**src/rtl/tdm_rx.sv**
```systemverilog
// Oversampled I2S/TDM serial-audio receiver running entirely on clk.
// Delivers one parallel word set per frame with dv, ferr and lock.
module tdm_rx #(
  parameter int b    = 16,
  parameter int n    = 2,
  parameter int sw   = 32,
  parameter int dly  = 1,
  parameter int fpol = 0,
  parameter int sync = 2
) (
  input  logic           clk,
  input  logic           rst,
  input  logic           sck,
  input  logic           ws,
  input  logic           sd,
  output logic [n*b-1:0] d,
  output logic           dv,
  output logic           ferr,
  output logic           lock
);

  localparam int flen = n * sw;

  typedef enum logic {HUNT, RUN} state_t;

  state_t         state, state_nx;
  logic [sync-1:0] sck_q, ws_q, sd_q;
  logic           sck_prev, ws_prev;
  logic           rise, fsync, ws_s, sd_s;
  logic [9:0]     bc, bc_nx;
  logic [n*b-1:0] shadow, shadow_nx, sh_close;
  logic           dv_nx, ferr_nx, load;

  // Writes one serial bit at payload position pos; bit 0 of a slot clears it.
  function automatic logic [n*b-1:0] cap(input logic [n*b-1:0] sh,
                                         input int pos, input logic bitv);
    logic [n*b-1:0] r;
    r = sh;
    for (int s = 0; s < n; s++) begin
      if (pos == s * sw) r[s*b +: b] = '0;
      for (int t = 0; t < b; t++)
        if (t < sw && pos == s * sw + t) r[s*b + b - 1 - t] = bitv;
    end
    return r;
  endfunction

  always_ff @(posedge clk or posedge rst) begin
    if (rst) begin
      sck_q    <= '0;
      ws_q     <= '0;
      sd_q     <= '0;
      sck_prev <= 1'b0;
      ws_prev  <= 1'b0;
    end else begin
      sck_q    <= {sck_q[sync-2:0], sck};
      ws_q     <= {ws_q[sync-2:0], ws};
      sd_q     <= {sd_q[sync-2:0], sd};
      sck_prev <= sck_q[sync-1];
      if (rise) ws_prev <= ws_s;
    end
  end

  assign ws_s  = ws_q[sync-1];
  assign sd_s  = sd_q[sync-1];
  assign rise  = sck_q[sync-1] & ~sck_prev;
  assign fsync = rise & ((fpol != 0) ? (ws_s & ~ws_prev) : (~ws_s & ws_prev));

  always_ff @(posedge clk or posedge rst) begin
    if (rst) state <= HUNT;
    else     state <= state_nx;
  end

  always_comb begin
    state_nx = state;
    case (state)
      HUNT: if (fsync) state_nx = RUN;
      RUN:  if (rise && !fsync && bc == 10'd1022) state_nx = HUNT;
      default: state_nx = HUNT;
    endcase
  end

  // The closing rise may still carry the last payload bit (dly=1), so the
  // old frame is completed into sh_close before the copy and the restart.
  always_comb begin
    dv_nx     = 1'b0;
    ferr_nx   = 1'b0;
    load      = 1'b0;
    bc_nx     = bc;
    sh_close  = cap(shadow, int'(bc) + 1 - dly, sd_s);
    shadow_nx = shadow;
    if (rise) begin
      case (state)
        HUNT: begin
          if (fsync) begin
            bc_nx     = '0;
            shadow_nx = cap(shadow, -dly, sd_s);
          end
        end
        RUN: begin
          if (fsync) begin
            if (int'(bc) + 1 == flen) begin
              load  = 1'b1;
              dv_nx = 1'b1;
            end else begin
              ferr_nx = 1'b1;
            end
            bc_nx     = '0;
            shadow_nx = cap(sh_close, -dly, sd_s);
          end else if (bc == 10'd1022) begin
            ferr_nx   = 1'b1;
            bc_nx     = '0;
            shadow_nx = sh_close;
          end else begin
            bc_nx     = bc + 10'd1;
            shadow_nx = sh_close;
          end
        end
        default: ;
      endcase
    end
  end

  always_ff @(posedge clk or posedge rst) begin
    if (rst) begin
      bc     <= '0;
      shadow <= '0;
      d      <= '0;
      dv     <= 1'b0;
      ferr   <= 1'b0;
      lock   <= 1'b0;
    end else begin
      bc     <= bc_nx;
      shadow <= shadow_nx;
      dv     <= dv_nx;
      ferr   <= ferr_nx;
      if (load) d <= sh_close;
      if (dv_nx)        lock <= 1'b1;
      else if (ferr_nx) lock <= 1'b0;
    end
  end

endmodule

```
**config.mk**
```make
export PLATFORM = sky130hd
export DESIGN_NAME = tdm_rx
export DESIGN_NICKNAME = d
export VERILOG_FILES = /design/src/rtl/tdm_rx.sv
export SDC_FILE = /design/constraint.sdc
export NUM_CORES = 1
export LEC_CHECK = 0
export CAP_MARGIN = 20
export CORE_AREA = 2 2 105 128
export DETAILED_ROUTE_END_ITERATION = 8
export DIE_AREA = 0 0 107 130
export GPL_ROUTABILITY_DRIVEN = 0
export SYNTH_ARGS = -nofsm -noshare
export SYNTH_HDL_FRONTEND = slang
export SYNTH_SLANG_ARGS = --single-unit
```
**constraint.sdc**
```tcl
create_clock -name clk -period 3.32 [get_ports clk]
set_input_delay 0.83 -clock clk [delete_from_list [all_inputs] [get_ports clk]]
set_output_delay 0.83 -clock clk [all_outputs]
set_load 0.005 [all_outputs]
```
# Word level (Yosys, flattened, before mapping)
# Cells that the tools add are included.
[op_classes]
n_bitwise = 6
reduce_logical = 7
eq_ne = 34
addsub = 3
n_mux = 53
[ops]
columns = ["cell", "count"]
rows = [
  ["== test 32 x 7 -> 1 bit (second input constant)", 16],
  ["== test 32 x 5 -> 1 bit (second input constant)", 8],
  ["== test 32 x 4 -> 1 bit (second input constant)", 4],
  ["== test 32 x 3 -> 1 bit (second input constant)", 2],
  ["2-to-1 mux 1 bit", 45],
  ["== test 32 x 2 -> 1 bit (second input constant)", 1],
  ["zero test 32 bit", 1],
  ["2-to-1 mux 16 bit", 2],
  ["2-to-1 mux 32 bit", 1],
  ["subtractor 32 x 2 -> 32 bit (second input constant)", 1],
  ["2-to-1 mux 10 bit", 3],
  ["one-hot mux 10 bit (2 select lines)", 1],
  ["adder 10 x 1 -> 11 bit (second input constant)", 1],
  ["== test 11 x 7 -> 1 bit (second input constant)", 1],
  ["adder 10 x 1 -> 10 bit (second input constant)", 1],
  ["== test 10 bit (second input constant)", 1],
  ["AND reduction 2 bit", 2],
  ["AND 1 bit", 3],
  ["inverter 1 bit", 3],
  ["logical AND 1 bit", 2],
  ["!= test 2 bit (second input constant)", 1],
  ["one-hot mux 1 bit (2 select lines)", 1],
  ["nonzero test 2 bit", 1],
  ["zero test 1 bit", 1],
]
[word_totals]
ff_bits = 86
out_inout_bits = 35
in_bits = 5

# Logic depth before layout (Yosys ltp)
# Gate-level depths: netlist of the first run.
[depth]
ltp_word = 8
ltp_mapped = 14
ltp_nobuf = 10

# Worst setup path after synthesis of the first run
# Ideal clock, no wire load.
[synth_timing]
kind = "register to register"
startpoint = "register bc[0]"
endpoint = "register shadow[24]"
required_ps = 3224
setup_slack_ps = 98
setup_ps = 96
t_arrival_ps = 3127
synth_period_minus_slack_ps = 3222
stages_incl_launch_ff = 11
path_cell_list = "dfrtp_1 buf_4 clkinv_1 ha_1 or3b_4 or4_4 a211o_1 a21o_1 or3_1 buf_2 o31ai_1"
[synth_between]
elab_chain_cells = 6
word_cells_on_any_way = 7
cone_classes = "add/sub: 2; eq/ne: 2; mux: 3"
[synth_lines]
columns = ["element", "line", "rtl"]
rows = [
  ["start, declared", "30", "logic [9:0] bc, bc_nx;"],
  ["start signal, assigned", "132", "bc <= bc_nx;"],
  ["adder 10 x 1 -> 11 bit *", "89", "sh_close = cap(shadow, int'(bc) + 1 - dly, sd_s);"],
  ["subtractor 32 x 2 -> 32 bit *", "89", ""],
  ["== test 32 x 7 -> 1 bit", "40", "if (pos == s * sw) r[s*b +: b] = '0;"],
  ["2-to-1 mux 16 bit", "40", ""],
  ["2-to-1 mux 1 bit *", "42", "if (t < sw && pos == s * sw + t) r[s*b + b - 1 - t] = bitv;"],
  ["2-to-1 mux 32 bit *", "92", "case (state)"],
  ["end signal, assigned", "133", "shadow <= shadow_nx;"],
  ["end, declared", "31", "logic [n*b-1:0] shadow, shadow_nx, sh_close;"],
]
# Every way passes the cells marked *; elsewhere a longest branch is shown, timed or not. The select of a mux whose other input is x is not followed.
# A chain may end at the register's enable or synchronous reset.

# Worst setup path after layout of the first run
[layout_timing]
startpoint = "register bc[1]"
endpoint = "register shadow[6]"
[layout_between]
elab_chain_cells = 6
word_cells_on_any_way = 7
cone_classes = "add/sub: 2; eq/ne: 1; mux: 3; reduce/logical: 1"
[layout_lines]
columns = ["element", "line"]
rows = [
  ["adder 10 x 1 -> 11 bit *", "89"],
  ["subtractor 32 x 2 -> 32 bit *", "89"],
  ["zero test 32 bit", "40"],
  ["2-to-1 mux 16 bit", "40"],
  ["2-to-1 mux 1 bit *", "42"],
  ["2-to-1 mux 32 bit *", "92"],
]
# Marked as above.

==> metrics.txt, run 1 <==
Final Max Slew Viols 0; synthesized flop and latch total 86; vias in the first global route 3517; total negative setup slack 0 ns; Yosys top cell by area dfrtp_1; vias post-DR 3493; CTS clk-pin slew, worst paths 0.06 ns; reg2reg setup slack 0.16 ns; Critical R2R Capture shadow[6]$_DFFE_PP0P_; core area 12830 sq um; routed wire length 10540 um; Max-slew headroom 53.54%; Syn Inst Count 420; area of the multi-input gates 2076 sq um; Fillers 1240; layout cells sized above 1 21.56%; Final Hold Fails 0; antenna violations before repair 0; largest net degree at the start of global routing 51; Post-synth EDFFs 0; CTS Buffer Depth 2; Max Clock Skew 0.006132 ns; CTS H-Tree Depth 3; Worst EP required 3.56 ns; Net Sw Power 0.001199 W; Synth top area share 49.30%; CTS Buf Count 9; area growth from synthesis to layout 25.11%; Peak Freq 316.9 MHz; fin util 42.55%; final setup vio count 0; die height 130 um; status finished clean; Power Internal 0.002092 W; Synth cell types 54; Avg Cell Area, Syn 10.39 sq um; Buffers on Ports 39; first-pass GRT wire length 17850 um; Worst setup EP type flop; fin crit period 3.156 ns; Layout Cells excl Fill 641; ys async rst share 100.0%; crit share post-route 95.05%; Ys Warns 0; # DRC 0; clk root buf clkbuf_16; CTS tree done; Hold Path End sck_q[1]$_DFF_PP0_; Max FO, Critical Path 18; clock power share 28.4%; cell area after synthesis 4365 sq um; row count 46; most common cell after layout, fill and taps aside dfrtp_1; commonest cells after routing, fill and taps aside 81 x dfrtp_1, 39 x clkdlybuf4s50_1, 33 x mux2_2; Final Total Pwr 0.003291 W; first-pass detailed-route iteration total 5; Leak Pwr 2.342 nW; switch share 36.43%; cell count after placement 625; PD cells 602.6 nW/um^2; register area 2158 sq um; synth top area cells dfrtp_1 49%, mux2_2 8.5%, o41ai_1 5.6%; Initial Util 34.01%; Iteration-0 DRC Markers 169; drt via density 5.449; Seq/Total Area, Yosys 49.30%; # nets final 481; GRT Util Overall 16.36%; clock latency at the later pin of the worst-skew pair 0.34 ns; die width 107 um; syn_nets 432; drt wl/cell 16.45 um; HP Class reg -> reg; Crit Reg-Reg Startpoint bc[1]$_DFFE_PP0P_; Die Area 13910 sq um; Top FF cell, synth dfrtp_1; final antenna-violating net count 0; critical path class reg -> reg; maxcap violations 0; antenna cells 0; Reg power frac 37.0%; Startpoint Class flop; detailed placement HPWL 7656 um; R2R cell count 11; Worst Tran Pin Value 0.6968 ns; logic gate share of total power 34.6%; hold path depth 0; IO Pins 40; GRT overflow 0; CP arrival 3.39 ns; clk sinks 86; Max VDD drop 230.1 uV; Hold Crit Start sck_q[0]$_DFF_PP0_
## worst max-delay path: stages, from the launching register on
cell	delay [ns]
dfrtp_2	0.46
and3_1	0.25
nand3_1	0.14
mux2i_1	0.30
nor4b_4	0.08
and3_1	0.16
ha_1	0.19
nor4b_2	0.29
o211ai_1	0.14
buf_4	0.22
or3_1	0.50
o31ai_1	0.30
## kinds of logic (layout without fill, tap and decap cells)
logic type	after synthesis	count (layout)	share of synthesized area, %
AND/OR/NAND/NOR	115	115	13.87
adder cells (fa/ha/maj)	7	7	2.006
flip-flops	86	86	49.30
AO/OA/AOI/OAI	120	120	19.63
XOR/XNOR	6	6	1.204
buffers and inverters	49	102	4.529
multiplexers	37	37	9.458
## final cells by class
cell class / instances / share of cell area (%)
Tap cell: 168 / 3.849
Clock buffer: 12 / 4.696
Clock inverter: 3 / 0.3666
Multi-Input combinational cell: 285 / 38.01
Inverter: 13 / 0.9164
Sequential cell: 86 / 39.52
Timing Repair Buffer: 74 / 12.65
## state kept, by name, indices dropped and copies added, names as in the netlist
signal / cells
sck_prev: 1
shadow: 32
d: 32
dv: 1
bc: 10
state: 1
ws_q: 2
ws_prev: 1
lock: 1
sd_q: 2
sck_q: 2
ferr: 1
## what timing repair did
item	CTS	global route
resized for setup	4	9
hold endpoints to repair	0	0
gates cloned	0	0
pin swaps	0	1
endpoints found under the setup margin	10	29
buffers inserted	0	1
hold buffers	0	0
## metal layers
metal	share of wire (%)	track usage, %	up-vias
met5	0	0	-
met1	42	20.05	1726
li1	-	-	1679
met4	1.9	5.959	0
met2	53	28.70	71
met3	3.5	3.197	17
## worst max path at each step
stage | startpoint | endpoint | slack (ns) | cells past startpoint
after global placement | bc[1]$_DFFE_PP0P_ | shadow[31]$_DFFE_PP0P_ | 0.12 | 11
after CTS | bc[4]$_DFFE_PP0P_ | shadow[11]$_DFFE_PP0P_ | 0.10 | 11
after detailed placement | bc[1]$_DFFE_PP0P_ | shadow[20]$_DFFE_PP0P_ | -0.02 | 11
final | bc[1]$_DFFE_PP0P_ | shadow[6]$_DFFE_PP0P_ | 0.16 | 11
after global routing | bc[1]$_DFFE_PP0P_ | shadow[11]$_DFFE_PP0P_ | -0.02 | 11
after floorplan | bc[0]$_DFFE_PP0P_ | shadow[24]$_DFFE_PP0P_ | 0.1 | 10
## power by group through the flow
| stage | clock [W] | sequential [W] | combinational, W |
|---|---|---|---|
| final | 0.000935 | 0.00122 | 0.00114 |
| after global routing | 0.00102 | 0.00123 | 0.00124 |
| after CTS | 0.000962 | 0.00122 | 0.00111 |
| after detailed placement | 0 | 0.00124 | 0.00109 |
| after global placement | 0 | 0.00123 | 0.00107 |
| after floorplan | 0 | 0.00120 | 0.000741 |
## through the flow
step                setup slack, ns  cell area (sq um)  hold WS (ns)
global placement             0.1180               5119        0.3316
global route               -0.01544               5461        0.3559
finish                       0.1644               5461        0.3468
floorplan                   0.09762               4365        0.3312
detailed placement         -0.02333               5119        0.3362
CTS                          0.1009               5413        0.3500
## Yosys cell counts (all sizes together) (3+ instances only)
cell type and instances:
dfrtp 86, mux2 34, o41ai 28, nand2 26, o31ai 26, clkbuf 25
o21ai 25, nor3 19, nand3 18, a21oi 17, inv 12, nor2 12
buf 11, ha 7, nor2b 6, o211ai 6, or3 6, and2 5
or4 5, a2111oi 4, and3 4, xnor2 4, mux2i 3, nand4 3
Note: power is estimated with default switching activity, not from simulation.
==> run 2, diff against run 1 <==
SETUP_SLACK_MARGIN = 0.3   (was not set)
==> run 2 against run 1 <==
Total power rose by 12%. Global-route usage rose by 0.13 points. Combinational power rose by 18%. Design area rose by 7.5%. Hold slack improved by 0.0017 ns. Sequential cell count did not move. Routed wire length rose by 6.4%. Clock power rose by 20%. Via count rose by 5.5%. Clock-buffer cell count fell by 2. Critical endpoint is now shadow[21]$_DFFE_PP0P_.
==> metrics.txt, run 2 (synthesis results as in run 1) <==
status finished clean (unchanged); switch share 37.39% (was 36.43%); Final Hold Fails 0 (unchanged); # nets final 493 (was 481); fin crit period 3.128 ns (was 3.156 ns); most common cell after layout, fill and taps aside dfrtp_1 (unchanged); Fillers 1185 (was 1240); final setup vio count 0 (unchanged); CTS tree done (unchanged); Buffers on Ports 39 (unchanged); Worst EP required 3.53 ns (was 3.56 ns); crit share post-route 94.21% (was 95.05%); HP Class reg -> reg (unchanged); first-pass GRT wire length 18150 um (was 17850 um); max incr delay on CP 0.42 ns (was 0.50 ns); Reg power frac 33.2% (was 37.0%); Worst Tran Pin Value 0.7829 ns (was 0.6968 ns); commonest cells after routing, fill and taps aside 80 x dfrtp_1, 41 x buf_4, 39 x clkdlybuf4s50_1 (was 81 x dfrtp_1, 39 x clkdlybuf4s50_1, 33 x mux2_2); largest net degree at the start of global routing 49 (was 51); logic gate share of total power 36.5% (was 34.6%); placed cell area 5132 sq um (was 5119 sq um); register area 2160 sq um (was 2158 sq um); CTS Buffer Depth 2 (unchanged); vias post-DR 3684 (was 3493); clk sinks 86 (unchanged); Iteration-0 DRC Markers 127 (was 169); detailed placement HPWL 7621 um (was 7656 um); area of the multi-input gates 2359 sq um (was 2076 sq um); top flop regs d: 32 flops, shadow: 32 flops, bc: 10 flops (unchanged); top cell family by delay on the critical path simple AND/OR/NAND/NOR gates (unchanged); CTS Buf Count 9 (unchanged); clk root buf clkbuf_16 (unchanged); Final Max Slew Viols 0 (unchanged); Initial Util 34.01% (unchanged); Leak Pwr 2.464 nW (was 2.342 nW); Max VDD drop 270.3 uV (was 230.1 uV); drt via density 5.633 (was 5.449); Net Sw Power 0.001381 W (was 0.001199 W); final antenna-violating net count 0 (unchanged); critical path class reg -> reg (unchanged); routed wire length 11220 um (was 10540 um); row count 46 (unchanged); Critical-path top delay cell nor4_4 (was or3_1); clock latency at the later pin of the worst-skew pair 0.35 ns (was 0.34 ns); crit-path cells nand2_1 > nor4_4 > nor2_2 > nor4b_4 > and3_1 > ha_1 > nor4b_4 > o211ai_1 > buf_4 > buf_4 > o41ai_1 > o31ai_1 (was and3_1 > nand3_1 > mux2i_1 > nor4b_4 > and3_1 > ha_1 > nor4b_2 > o211ai_1 > buf_4 > or3_1 > o31ai_1); core area 12830 sq um (unchanged); Max-slew headroom 47.70% (was 53.54%); Peak Freq 319.7 MHz (was 316.9 MHz); Startpoint Class flop (unchanged); area growth from synthesis to layout 34.51% (was 25.11%); layout cells sized above 1 31.28% (was 21.56%); first-pass detailed-route iteration total 7 (was 5); IO Pins 40 (unchanged); Layout Cells excl Fill 654 (was 641); RSZ-0062 raised after global routing yes; drt wl/cell 17.16 um (was 16.45 um); GRT overflow 0 (unchanged); CTS clk-pin slew, worst paths 0.06 ns (about the same); Final Cell Area 5872 sq um (was 5461 sq um); CTS H-Tree Depth 3 (unchanged); maxcap violations 0 (unchanged); Max FO, Critical Path 17 (was 18); die width 107 um (unchanged); antenna violations before repair 0 (unchanged); vias in the first global route 3598 (was 3517); clock power share 30.3% (was 28.4%); CP arrival 3.34 ns (was 3.39 ns); cell count after placement 625 (unchanged); Max Clock Skew 0.009517 ns (was 0.006132 ns); Die Area 13910 sq um (unchanged); antenna cells 0 (unchanged); # DRC 0 (unchanged); PD cells 629.2 nW/um^2 (was 602.6 nW/um^2); CP bufs+invs 2 (was 1); Power Internal 0.002313 W (was 0.002092 W); Worst setup EP type flop (unchanged); GRT Util Overall 16.49% (was 16.36%); die height 130 um (unchanged)
[run 2: changes by cell type in the layout (fill, tap and decap cells not counted), moves of 3 or more]
| cell | previous run | this run |
|---|---|---|
| o41ai_1 | 26 | 12 |
| o41ai_2 | 2 | 14 |
| buf_4 | 32 | 41 |
| o31ai_1 | 26 | 22 |
| o31ai_2 | 0 | 4 |
| a2111oi_0 | 3 | 0 |
[run 2: worst paths after layout]
kind	from	end	slack, ns	cells after the start
hold / removal	sck_q[0]$_DFF_PP0_	sck_q[1]$_DFF_PP0_	0.35	0
max in group asynchronous	rst	shadow[15]$_DFFE_PP0P_	1.68	3
setup / recovery	bc[7]$_DFFE_PP0P_	shadow[21]$_DFFE_PP0P_	0.19	12
min in group asynchronous	rst	d[8]$_DFFE_PP0P_	0.97	2
setup reg to reg	bc[7]$_DFFE_PP0P_	shadow[21]$_DFFE_PP0P_	0.19	12
hold reg to reg	sck_q[0]$_DFF_PP0_	sck_q[1]$_DFF_PP0_	0.35	0
[run 2: layout make-up]
cell class | count | share of cell area [%]
multi-input combinational | 287 | 40.17
inverter | 13 | 0.9802
sequential | 86 | 36.78
timing repair buffer | 84 | 12.85
clock buffer | 10 | 4.070
clock inverter | 6 | 1.577
tap | 168 | 3.580
[run 2: timing repair]
| item | 4_1_cts | 5_1_grt |
|---|---|---|
| gates cloned | 0 | 3 |
| pin swaps | 1 | 9 |
| setup buffers | 5 | 5 |
| hold endpoints to repair | 0 | 0 |
| endpoints found under the setup margin | 32 | 32 |
| hold buffers | 0 | 0 |
| resized for setup | 18 | 41 |
[run 2: power groups by stage]
stage                     registers [W]  clock network, W  logic (W)
after global routing            0.00124           0.00119    0.00144
after detailed placement        0.00124                 0    0.00110
after CTS                       0.00122           0.00114    0.00115
final                           0.00123           0.00112    0.00135
after floorplan                 0.00120                 0   0.000764
after global placement          0.00124                 0    0.00108
[run 2: layer usage]
layer / part of all wire [%] / track usage (%) / vias to the layer above
met5: 0 / 0 / -
met2: 51 / 29.04 / 119
met1: 42 / 19.58 / 1829
met3: 3.6 / 2.747 / 26
met4: 2.8 / 8.021 / 0
li1: - / - / 1710
[run 2: through the flow]
stage | util [%] | setup TNS [ns] | total power [W] | setup slack (ns) | hold slack, ns
finish | 45.75 | 0 | 0.003694 | 0.1922 | 0.3486
global route | 45.75 | -0.01967 | 0.003871 | -0.01967 | 0.3545
CTS | 43.39 | 0 | 0.003502 | 0.3030 | 0.3497
detailed placement | 39.99 | 0 | 0.002342 | 0.05801 | 0.3355
global placement | 39.99 | 0 | 0.002313 | 0.1289 | 0.3322
floorplan | - | 0 | 0.001961 | 0.3098 | 0.3312
==> run 3, diff against run 2 <==
ABC_CLOCK_PERIOD_IN_PS = 3320   (was not set)
==> results of run 3 <==
The final DEF is identical to that of run 2; final timing and power are the same.
